--- src/rtl/uart_tx_sender_pkg.sv ---
// uart_tx_sender_pkg
// Shared definitions for the UART transmit path: the 2-bit FSM state
// encoding and the default parameter values used by uart_tx_sender and
// send_fifo.
package uart_tx_sender_pkg;

  typedef enum logic [1:0] {
    IDLE  = 2'd0,
    START = 2'd1,
    DATA  = 2'd2,
    STOP  = 2'd3
  } tx_state_t;

  localparam int DEFAULT_CLKS_PER_BIT    = 868;
  localparam int DEFAULT_FIFO_DEPTH_LOG2 = 4;

endpackage

--- src/rtl/send_fifo.sv ---
// send_fifo
// Circular byte FIFO that sits in front of the UART serializer.
// Ports:
//   clk, reset  - rising-edge clock, synchronous active-low reset
//   push, din   - enqueue request and byte; ignored while full
//   pop         - dequeue request; ignored while empty
//   dout        - head byte (valid while empty=0)
//   full, empty - registered status flags
//   count       - registered occupancy, 0..2**DEPTH_LOG2
module send_fifo
  import uart_tx_sender_pkg::*;
#(
  parameter int DEPTH_LOG2 = DEFAULT_FIFO_DEPTH_LOG2
) (
  input  logic                clk,
  input  logic                reset,
  input  logic                push,
  input  logic                pop,
  input  logic [7:0]          din,
  output logic [7:0]          dout,
  output logic                full,
  output logic                empty,
  output logic [DEPTH_LOG2:0] count
);

  localparam int DEPTH = 2 ** DEPTH_LOG2;

  logic [7:0]            mem [DEPTH];
  logic [DEPTH_LOG2-1:0] wr_ptr;
  logic [DEPTH_LOG2-1:0] rd_ptr;
  logic [DEPTH_LOG2:0]   count_nxt;
  logic                  push_ok;
  logic                  pop_ok;

  // Full is judged on the registered flag, so a pop in the same cycle
  // never frees a slot for a push that arrives while full.
  assign push_ok = push & ~full;
  assign pop_ok  = pop & ~empty;
  assign dout    = mem[rd_ptr];

  always_comb begin
    count_nxt = count;
    if (push_ok && !pop_ok) begin
      count_nxt = count + (DEPTH_LOG2+1)'(1);
    end else if (!push_ok && pop_ok) begin
      count_nxt = count - (DEPTH_LOG2+1)'(1);
    end
  end

  always_ff @(posedge clk) begin
    if (!reset) begin
      wr_ptr <= '0;
      rd_ptr <= '0;
      count  <= '0;
      full   <= 1'b0;
      empty  <= 1'b1;
    end else begin
      if (push_ok) wr_ptr <= wr_ptr + DEPTH_LOG2'(1);
      if (pop_ok)  rd_ptr <= rd_ptr + DEPTH_LOG2'(1);
      count <= count_nxt;
      full  <= (count_nxt == (DEPTH_LOG2+1)'(DEPTH));
      empty <= (count_nxt == '0);
    end
  end

  always_ff @(posedge clk) begin
    if (reset && push_ok) begin
      mem[wr_ptr] <= din;
    end
  end

endmodule

--- src/rtl/uart_tx_sender.sv ---
// uart_tx_sender
// Queued 8N1 UART transmitter: bytes are pushed into send_fifo and the
// serializer FSM drains them LSB first, one IDLE cycle between frames.
// Ports:
//   clk, reset            - rising-edge clock, synchronous active-low reset
//   push_send_data        - one-cycle enqueue strobe for send_data
//   send_data             - byte to enqueue
//   tx                    - serial line, idle high (registered)
//   tx_full               - FIFO full; usable as a send-stall condition
//   tx_busy               - FIFO non-empty or frame in progress (registered)
//   overflow              - sticky: a push was dropped since reset
//   fifo_count            - bytes queued, excluding the one being shifted
//
// state | meaning
// IDLE  | line high; pops head byte when FIFO non-empty
// START | start bit (low) for CLKS_PER_BIT cycles
// DATA  | data bits shift[0], LSB first, CLKS_PER_BIT cycles each
// STOP  | stop bit (high) for CLKS_PER_BIT cycles
module uart_tx_sender
  import uart_tx_sender_pkg::*;
#(
  parameter int CLKS_PER_BIT    = DEFAULT_CLKS_PER_BIT,
  parameter int FIFO_DEPTH_LOG2 = DEFAULT_FIFO_DEPTH_LOG2
) (
  input  logic                     clk,
  input  logic                     reset,
  input  logic                     push_send_data,
  input  logic [7:0]               send_data,
  output logic                     tx,
  output logic                     tx_full,
  output logic                     tx_busy,
  output logic                     overflow,
  output logic [FIFO_DEPTH_LOG2:0] fifo_count
);

  tx_state_t   state, state_nxt;
  logic [15:0] bit_timer, bit_timer_nxt;
  logic [2:0]  bit_idx, bit_idx_nxt;
  logic [7:0]  shift, shift_nxt;
  logic        tx_nxt;
  logic        busy_nxt;
  logic        pop;
  logic        push_ok;
  logic        fifo_empty;
  logic [7:0]  fifo_dout;
  logic        bit_done;

  send_fifo #(
    .DEPTH_LOG2(FIFO_DEPTH_LOG2)
  ) u_fifo (
    .clk   (clk),
    .reset (reset),
    .push  (push_send_data),
    .pop   (pop),
    .din   (send_data),
    .dout  (fifo_dout),
    .full  (tx_full),
    .empty (fifo_empty),
    .count (fifo_count)
  );

  assign bit_done = (bit_timer == 16'(CLKS_PER_BIT - 1));
  assign push_ok  = push_send_data & ~tx_full;

  always_comb begin
    state_nxt     = state;
    bit_timer_nxt = bit_done ? 16'd0 : bit_timer + 16'd1;
    bit_idx_nxt   = bit_idx;
    shift_nxt     = shift;
    pop           = 1'b0;
    case (state)
      IDLE: begin
        bit_timer_nxt = 16'd0;
        if (!fifo_empty) begin
          pop       = 1'b1;
          shift_nxt = fifo_dout;
          state_nxt = START;
        end
      end
      START: begin
        if (bit_done) begin
          state_nxt   = DATA;
          bit_idx_nxt = 3'd0;
        end
      end
      DATA: begin
        if (bit_done) begin
          shift_nxt = {1'b0, shift[7:1]};
          if (bit_idx == 3'd7) begin
            state_nxt = STOP;
          end else begin
            bit_idx_nxt = bit_idx + 3'd1;
          end
        end
      end
      STOP: begin
        if (bit_done) state_nxt = IDLE;
      end
      default: state_nxt = IDLE;
    endcase

    // tx is registered from the next state so the line changes on the same
    // edge as the FSM, giving the start bit two cycles after the push.
    case (state_nxt)
      START:   tx_nxt = 1'b0;
      DATA:    tx_nxt = shift_nxt[0];
      default: tx_nxt = 1'b1;
    endcase

    // Predict FIFO occupancy after this edge so tx_busy can be a flop.
    busy_nxt = (state_nxt != IDLE) || push_ok ||
               (fifo_count > (FIFO_DEPTH_LOG2+1)'(1)) ||
               ((fifo_count == (FIFO_DEPTH_LOG2+1)'(1)) && !pop);
  end

  always_ff @(posedge clk) begin
    if (!reset) begin
      state     <= IDLE;
      bit_timer <= 16'd0;
      bit_idx   <= 3'd0;
      shift     <= 8'd0;
      tx        <= 1'b1;
      tx_busy   <= 1'b0;
      overflow  <= 1'b0;
    end else begin
      state     <= state_nxt;
      bit_timer <= bit_timer_nxt;
      bit_idx   <= bit_idx_nxt;
      shift     <= shift_nxt;
      tx        <= tx_nxt;
      tx_busy   <= busy_nxt;
      if (push_send_data && tx_full) overflow <= 1'b1;
    end
  end

endmodule

--- config.mk ---
export PLATFORM = sky130hd
export DESIGN_NAME = uart_tx_sender
export DESIGN_NICKNAME = d
export VERILOG_FILES = /design/src/rtl/uart_tx_sender_pkg.sv /design/src/rtl/send_fifo.sv /design/src/rtl/uart_tx_sender.sv
export SDC_FILE = /design/constraint.sdc
export NUM_CORES = 1
export LEC_CHECK = 0
export ABC_AREA = 1
export CAP_MARGIN = 20
export CORE_AREA = 2 2 120 122
export DETAILED_ROUTE_END_ITERATION = 6
export DIE_AREA = 0 0 122 124
export PLACE_DENSITY = 0.81
export SLEW_MARGIN = 15
export SYNTH_ARGS = -nofsm -noshare
export SYNTH_HDL_FRONTEND = slang
export SYNTH_HIERARCHICAL = 1
export SYNTH_SLANG_ARGS = --single-unit
--- constraint.sdc ---
create_clock -name clk -period 3.8 [get_ports clk]
set_input_delay 0.38 -clock clk [delete_from_list [all_inputs] [get_ports clk]]
set_output_delay 0.38 -clock clk [all_outputs]
set_load 0.005 [all_outputs]
# Word level (Yosys, flattened, before mapping)
# Memories as Yosys holds them, arrays and structs flattened. A register that Yosys moved wholly into a read port is not among the register bits.
# Cells that the tools add are included.
# Widths: inputs -> output; s select.
totals:
  output_inout_bits: 9
  ramBits: 128
  inputBits: 11
  n_memories: 1
  elab_cells: 80
  register_bits: 47
memory_table:
  columns: ["memory", "words", "word_bits", "rd", "rd_ports_with_merged_regs", "wr", "line", "source"]
  rows:
  - ["u_fifo.mem", 16, 8, 1, 1, 1, "send_fifo.sv:28", "logic [7:0] mem [DEPTH];"]
classes:
  n_reduce_logical: 19
  n_eq_ne: 13
  n_lt_le_gt_ge: 1
  n_addsub: 6
  mux: 22
  bitwise: 5
op_table:
  columns: ["cell", "n"]
  rows:
  - ["$add 16x1->16 const B", 1]
  - ["$eq 16x10->1 const B", 1]
  - ["$mux 8", 2]
  - ["$pmux 8 s2", 1]
  - ["$mux 2", 5]
  - ["$mux 5", 2]
  - ["$mux 3", 3]
  - ["$add 4x1->4 const B", 2]
  - ["$mux 4", 2]
  - ["$ne 2x2->1 const B", 4]
  - ["$pmux 2 s4", 1]
  - ["$eq 2x2->1 const B", 3]
  - ["$pmux 3 s2", 1]
  - ["$reduce_bool 2->1", 3]
  - ["$add 5x1->5 const B", 1]
  - ["$eq 5x1->1 const B", 1]
  - ["$eq 5x5->1 const B", 1]
  - ["$gt 5x1->1 const B", 1]
  - ["$logic_and 1x1->1", 5]
  - ["$logic_not 5->1", 1]
  - ["$sub 5x1->5 const B", 1]
  - ["$eq 2x1->1 const B", 2]
  - ["$mux 1", 4]
  - ["$reduce_and 4->1", 1]
  - ["other kinds (10)", 17]

# Longest topological paths before layout
# Gate-level depths: netlist (run 1).
logic_depth:
  depth_word: 8
  mapped_depth: 15
  mapped_depth_nobuf: 13

# By module
# Netlist (run 1), hierarchy kept.
by_module_without_submodules:
  columns: ["module", "cells_each", "seq_area_each_um2", "instances", "area_per_inst_um2"]
  rows:
  - ["send_fifo", 520, 4224.1, 1, 6058.3]
  - ["uart_tx_sender", 226, 640.6, 1, 1654.1]

# Least setup slack after synthesis (run 1)
# OpenSTA, ideal clock, no wires.
synth_path:
  path_kind: "in2reg"
  start: "input port reset"
  end: "memory u_fifo.mem[13][0], enable pin"
  arrival_ns: 1.418
  setup_ns: 0.383
  n_path_buf: 0
  setup_slack_ns: 1.999
  t_required_ns: 3.417
  path_stages: 4
  path_cell_list: "clkinv_1 > nor2_1 > inv_1 > nor3_1"
synth_between:
  elab_chain_cells: 3
synth_lines:
  columns: ["item", "line", "source"]
  rows:
  - ["from (decl)", "uart_tx_sender.sv:26", "input logic reset,"]
  - ["$logic_and 1x1->1", "send_fifo.sv:67", "if (reset && push_ok) begin"]
  - ["$mux 1", "send_fifo.sv:67", null]
  - ["$mux 1 (implied by the code)", "send_fifo.sv:68", "mem[wr_ptr] <= din;"]
  - ["to (decl)", "send_fifo.sv:28", null]
# No other way between the ends.

==> results.md, run 1 <==
- Outcome: finished clean
- Worst-path cell chain: inv_6 -> nor2_1 -> nor2_1 -> o21ai_0 -> o211ai_1 -> nand3_1 -> nand2_1 -> o21ai_0 -> o21ai_0 -> o21ai_0 -> nand3_1 -> nand2_1 -> nand2_1
- CTS Root Cell: clkbuf_16
- DRC: 0
- Fin. max-slew vios: 0
- Ys Warns: 6
- CTS tree: built
- Max-cap viol count: 0
- Drt first pass iters: 5
- Slowest cell on crit path: dfxtp_2
- Switching share of power: 31.5%
- Syn_nets: 767
- Initial drt markers: 739
- Number of synthesized flops with an enable pin: 128
- Vias per cell: 5.91
- Cell Area, Synth: 0.00771 mm^2
- Critical path endpoint category: flip-flop
- RSZ-0062 raised after global routing: no
- # resized after CTS: 0
- Dominant cell type by area after synthesis: edfxtp_1
- Post-DP HPWL: 11.1 mm
- Combinational Power Share: 18.9%
- Post-place setup slack: 1090 ps
- Total GRT Usage: 23.5%
- Mapped Cells: 746
- Yosys reg bits: 179
- Die Span Y: 124 um
- First-pass GRT wire length: 26.7 mm
- Clk_lat worst skew: 430 ps
- Hold Buf Count CTS: 0
- Grt ovf: 0
- Clk pwr share: 35.7%
- Post-synth top area share: 49.8%
- Leak: 0.00304 uW
- Setup ws final: 1270 ps
- Total wire length: 17.1 mm
- Seq/Total Area, Yosys: 63.1%
- Syn-to-layout area delta: 12.6%
- Post-synth top flop: edfxtp_1
- Worst Path Arrival: 2860 ps
- Core area: 0.0137 mm^2
- Net Switching: 1590 uW
- Setup_tns: 0 ps
- Worst setup SP type: flip-flop
- Placement row count: 43
- Post-route ant nets: 0
- Tcrit/Tclk final: 66.6%
- Die Wd: 122 um
- CP Buf/Inv Count: 1
- CTS H-tree depth: 4
- Placed Area: 0.00806 mm^2
- Critical path's top delay family: flip-flops
- Syn Area/Cell: 10.3 um^2
- Critical path's largest stage delay: 720 ps
- Pwr Density: 581 mW/mm^2
- Hold Vio Cnt, Final: 0
- Post-synthesis async set-or-reset flop share: 0%
- DIE AREA: 0.0151 mm^2
- Synth top area cells: edfxtp_1 50%, dfxtp_1 13%, nor2_1 7.0%
- Critical path data required time: 4130 ps
- GP Congestion: 0.922
- Distinct cell type count after synthesis: 38
- Pin count of the biggest net entering global routing: 65
- Final Skew: 8.29 ps
- Diode count: 0
- Most used cell, CP: o21ai_0
- Starting density of the core: 56.2%
- Endpoints failing setup: 0
- Maximum vdd drop: 0.318 mV
- Period minus WS final: 2530 ps
- Layout net count: 790
- Total CTS buffers: 17
- Kind of critical path: reg2reg
- Worst-case clock buffer depth: 2
- Pwr Total: 5040 uW
- Clock Pin Slew Worst Setup and Hold Paths: 70 ps
- Share of cells above drive strength 1: 12.1%
- Design area: 0.00868 mm^2
- Initial antenna violation count: 0
- DR WL/cell: 17.8 um
- Min-Delay Path Class: reg2reg
- Ports: 20
- Internal power: 3460 uW
- Crit Path Max Fanout: 64
- Vias in the first global route: 5247
- Peak Freq: 395 MHz
- Seq pwr share: 45.3%
- Post-CTS setup buffers: 0
- # port buffers: 19
- Slew at the pin closest to its max-slew limit: 996 ps
- Via Count: 5685
- Normalized max-slew margin: 33.1%
- CTS Sinks: 179
==> cell families (layout without fill, tap and decap cells) <==
group | after synthesis | in the layout | synth area share, %
compound gates | 146 | 146 | 10.9
xor+xnor | 3 | 3 | 0.341
simple gates | 328 | 328 | 19.4
flops | 179 | 179 | 63.1
fa+ha+maj | 10 | 10 | 1.62
buf+inv | 80 | 116 | 4.67
==> area by class of cell <==
type,instances,area [um^2]
Fill cell,995,5040
Sequential cell,179,4870
Multi-Input combinational cell,487,2490
Clock buffer,17,425
Timing Repair Buffer,30,273
Tap cell,180,225
Inverter,54,209
Clock inverter,15,196
==> layout by cell type, fill, tap and decap left out, types with 7 or more instances in the layout <==
cell / instances
inv_2: 8
inv_1: 41
nor2_4: 13
o211ai_1: 31
ha_1: 10
nand2_1: 88
nor2_2: 7
o21ai_0: 70
nor2_1: 143
o21ai_1: 14
buf_4: 11
clkbuf_16: 17
dfxtp_1: 49
nand2_2: 14
edfxtp_1: 128
nand3_1: 33
a21oi_1: 23
nor3_1: 17
clkdlybuf4s50_1: 19
==> synth_stat cells (8+ instances only) <==
master	count
a21oi_1	23
buf_2	10
dfxtp_1	51
edfxtp_1	128
ha_1	10
inv_1	41
inv_2	8
nand2_1	88
nand2_2	14
nand3_1	33
nor2_1	143
nor2_4	13
nor3_1	17
o211ai_1	31
o21ai_0	70
o21ai_1	14
==> per-layer routing <==
layer | global-route usage (%) | share of wire [%]
met4 | 10.6 | 2.1
met1 | 30.9 | 41
met2 | 38.5 | 49
met5 | 0 | 0
met3 | 4.03 | 8.0
==> final timing paths <==
| kind | from | slack (ps) | cells past startpoint | to |
|---|---|---|---|---|
| worst max-delay path | flip-flop | 1270 | 13 | tx$_SDFF_PN1_ |
| worst max register to register | flip-flop | 1270 | 13 | tx$_SDFF_PN1_ |
| worst min register to register | bit_timer[0]$_SDFF_PP0_ | 470 | 1 | bit_timer[0]$_SDFF_PP0_ |
| worst min-delay path | bit_timer[0]$_SDFF_PP0_ | 470 | 1 | bit_timer[0]$_SDFF_PP0_ |
==> flip-flops by register name (all words and copies together), names as in the netlist, 2 cells and up, named ones only <==
signal / flops
u_fifo/mem: 128
bit_timer: 16
shift: 8
u_fifo/count: 5
u_fifo/rd_ptr: 4
u_fifo/wr_ptr: 4
bit_idx: 3
state: 2
==> worst register-to-register path, stage by stage (launching register included) <==
cell and delay [ps]:
dfxtp_2 720, inv_6 350, nor2_1 220, nor2_1 60, o21ai_0 100, o211ai_1 150
nand3_1 140, nand2_1 100, o21ai_0 160, o21ai_0 100, o21ai_0 110, nand3_1 100
nand2_1 60, nand2_1 50
==> per-stage QoR <==
stage | utilization [%] | hold slack [ps] | instances
after CTS | 63.3 | 461 | 962
after global placement | 58.8 | 429 | 930
after floorplan | - | 412 | 746
after global routing | 63.3 | 489 | 962
after detailed placement | 58.8 | 447 | 930
final | 63.3 | 469 | 962
==> power groups by stage <==
| stage | clock, uW | sequential [uW] | combinational [uW] |
|---|---|---|---|
| 2_1_floorplan | 0 | 2270 | 713 |
| 3_3_place_gp | 0 | 2320 | 900 |
| 3_5_place_dp | 0 | 2330 | 926 |
| 4_1_cts | 1810 | 2280 | 934 |
| 5_1_grt | 1900 | 2300 | 1040 |
| 6_report | 1800 | 2290 | 955 |
No activity file was read; power rests on OpenSTA's default activity.
==> inputs of run 2 (changes only) <==
clock period = 2.35 ns   (was 3.8 ns; I/O delays follow)
==> run 2 against run 1 <==
Die area stayed put. Final area up 1.2%. Global-route usage rose by 0.23 points. Critical endpoint is now shift[4]$_SDFFE_PN0P_. Combinational power rose by 69%. Core utilization increased by 0.76 points. Critical path depth down 3. Worst hold slack worse by 9.2 ps. Clock skew fell by 2.0 ps. Via count grew 0.58%. First-iteration DRC count decreased by 6.0%. Non-clock buffer count increased by 19.
==> results.md, run 2 (synthesis results as in run 1) <==
- Die Span Y: 124 um (unchanged)
- Slowest cell on crit path: buf_4 (was dfxtp_2)
- Most frequent cells in the layout: 143 x nor2_1, 128 x edfxtp_1, 88 x nand2_1, 70 x o21ai_0, 49 x dfxtp_1 (unchanged)
- Post-route ant nets: 0 (unchanged)
- Critical path endpoint category: flip-flop (unchanged)
- Internal power: 5500 uW (was 3460 uW)
- Hold EP: bit_timer[0]$_SDFF_PP0_ (unchanged)
- CTS Root Cell: clkbuf_16 (unchanged)
- Core area: 0.0137 mm^2 (unchanged)
- CTS Sinks: 179 (unchanged)
- Placement row count: 43 (unchanged)
- Drt first pass iters: 5 (unchanged)
- Min-delay src: bit_timer[0]$_SDFF_PP0_ (unchanged)
- Syn-to-layout area delta: 13.9% (was 12.6%)
- Pin count of the biggest net entering global routing: 52 (was 65)
- Total CTS buffers: 17 (unchanged)
- Worst Path Arrival: 2440 ps (was 2860 ps)
- Net Switching: 2530 uW (was 1590 uW)
- DRC: 0 (unchanged)
- Post-DP HPWL: 11.3 mm (was 11.1 mm)
- Total GRT Usage: 23.7% (was 23.5%)
- Post-CTS setup buffers: 0 (unchanged)
- Slew at the pin closest to its max-slew limit: 746 ps (was 996 ps)
- Die Wd: 122 um (unchanged)
- Leak: 0.00313 uW (was 0.00304 uW)
- Final Skew: 6.24 ps (was 8.29 ps)
- Max reg flops: 128 (unchanged)
- Hold Vio Cnt, Final: 0 (unchanged)
- Seq pwr share: 45.8% (was 45.3%)
- Via Count: 5718 (was 5685)
- RSZ-0062 raised after global routing: no (unchanged)
- Max-cap viol count: 0 (unchanged)
- First-pass GRT wire length: 26.8 mm (was 26.7 mm)
- Commonest non-fill, non-tap cell in the layout: nor2_1 (unchanged)
- Clk pwr share: 34.1% (was 35.7%)
- Total wire length: 17.2 mm (was 17.1 mm)
- Crit Path Max Fanout: 51 (was 64)
- Pwr Density: 913 mW/mm^2 (was 581 mW/mm^2)
- Diode count: 0 (unchanged)
- RR Endpoint: shift[4]$_SDFFE_PN0P_ (was tx$_SDFF_PN1_)
- Clock Pin Slew Worst Setup and Hold Paths: 70 ps (about the same)
- Most flops, register: u_fifo/mem (unchanged)
- CTS tree: built (unchanged)
- Period minus WS final: 2070 ps (was 2530 ps)
- Initial drt markers: 695 (was 739)
- GP Congestion: 0.881 (was 0.922)
- Vias in the first global route: 5401 (was 5247)
- Most used cell, CP: nand2_1 (was o21ai_0)
- Fin. max-slew vios: 0 (unchanged)
- Worst-path cell chain: buf_4 -> buf_4 -> o21ai_0 -> o211ai_1 -> o211ai_1 -> nand2_1 -> nand2_1 -> nand2_1 -> a21oi_1 -> nor2_1 (was inv_6 -> nor2_1 -> nor2_1 -> o21ai_0 -> o211ai_1 -> nand3_1 -> nand2_1 -> o21ai_0 -> o21ai_0 -> o21ai_0 -> nand3_1 -> nand2_1 -> nand2_1)
- Share of cells above drive strength 1: 14.2% (was 12.1%)
- # fillers: 998 (was 995)
- Layout net count: 809 (was 790)
- Setup_tns: 0 ps (unchanged)
- Initial antenna violation count: 0 (unchanged)
- Hold Crit Depth: 1 (unchanged)
- Worst-case clock buffer depth: 2 (unchanged)
- Largest regs: u_fifo/mem (128), bit_timer (16), shift (8) (unchanged)
- Peak Freq: 483 MHz (was 395 MHz)
- Endpoints failing setup: 0 (unchanged)
- # port buffers: 19 (unchanged)
- CTS H-tree depth: 4 (unchanged)
- Switching share of power: 31.5% (about the same)
- Starting density of the core: 56.2% (unchanged)
- DIE AREA: 0.0151 mm^2 (unchanged)
- Min-Delay Path Class: reg2reg (unchanged)
- # resized after CTS: 0 (unchanged)
- Grt ovf: 0 (unchanged)
- Clk_lat worst skew: 440 ps (was 430 ps)
- R2R Setup Slk: 280 ps (was 1270 ps)
- Outcome: finished clean (unchanged)
- Worst setup SP type: flip-flop (unchanged)
- Vias per cell: 5.83 (was 5.91)
- Critical path's largest stage delay: 410 ps (was 720 ps)
- DR WL/cell: 17.5 um (was 17.8 um)
- Ports: 20 (unchanged)
- Kind of critical path: reg2reg (unchanged)
- Post-place setup slack: 190 ps (was 1090 ps)
- Normalized max-slew margin: 50.1% (was 33.1%)
- Worst r2r path cells: 10 (was 13)
- Combinational Power Share: 20.1% (was 18.9%)
- Hold Buf Count CTS: 0 (unchanged)
- Setup ws final: 280 ps (was 1270 ps)
- Tcrit/Tclk final: 88.1% (was 66.6%)
- Maximum vdd drop: 0.589 mV (was 0.318 mV)
- Critical path data required time: 2720 ps (was 4130 ps)
[run 2: layout make-up]
cell class / count / area, um^2 / area share, %
clock buffer: 17 / 425 / 4.84
clock inverter: 15 / 158 / 1.79
multi-input combinational: 487 / 2490 / 28.3
timing repair buffer: 49 / 415 / 4.73
tap: 180 / 225 / 2.56
sequential: 179 / 4870 / 55.4
inverter: 54 / 209 / 2.38
[run 2: critical path, delay by kind of cell (launching register included)]
kind | cells | cell delay (ps)
flops | 1 | 370
simple gates | 4 | 360
buf+inv | 2 | 680
compound gates | 4 | 590
[run 2: worst max-delay path by stage]
stage	slack (ps)	end	depth (start not counted)	from
2_1_floorplan	600	u_fifo/mem[13][0]$_DFFE_PP_	5	u_fifo/full$_SDFF_PN0_
4_1_cts	330	tx$_SDFF_PN1_	11	flip-flop
5_1_grt	110	tx$_SDFF_PN1_	11	flip-flop
3_5_place_dp	190	u_fifo/mem[13][3]$_DFFE_PP_	6	push_send_data
3_3_place_gp	290	u_fifo/mem[13][6]$_DFFE_PP_	6	push_send_data
6_report	280	shift[4]$_SDFFE_PN0P_	10	flip-flop
[run 2: layer usage]
metal / vias to the layer above / global-route usage [%] / wire length, um
met3: 44 / 5.27 / 1200
li1: 2660 / - / -
met5: - / 0 / 0
met2: 267 / 40.5 / 8650
met4: 0 / 10.8 / 501
met1: 2747 / 29.0 / 6820
[run 2: per-stage QoR]
stage               power [uW]  std cells  util, %  area (um^2)  hold WS, ps
floorplan                 4820        746        -         7710          334
detailed placement        5290        949     59.8         8200          450
global route              8360        981     64.0         8790          486
global placement          5220        949     59.8         8200          429
CTS                       8020        981     64.0         8790          462
finish                    8030        981     64.0         8790          460
[run 2: power groups by stage]
stage / logic, uW / clock network (uW) / registers [uW]
3_5_place_dp: 1550 / 0 / 3740
2_1_floorplan: 1150 / 0 / 3670
6_report: 1610 / 2740 / 3680
4_1_cts: 1580 / 2760 / 3670
5_1_grt: 1770 / 2900 / 3690
3_3_place_gp: 1500 / 0 / 3730
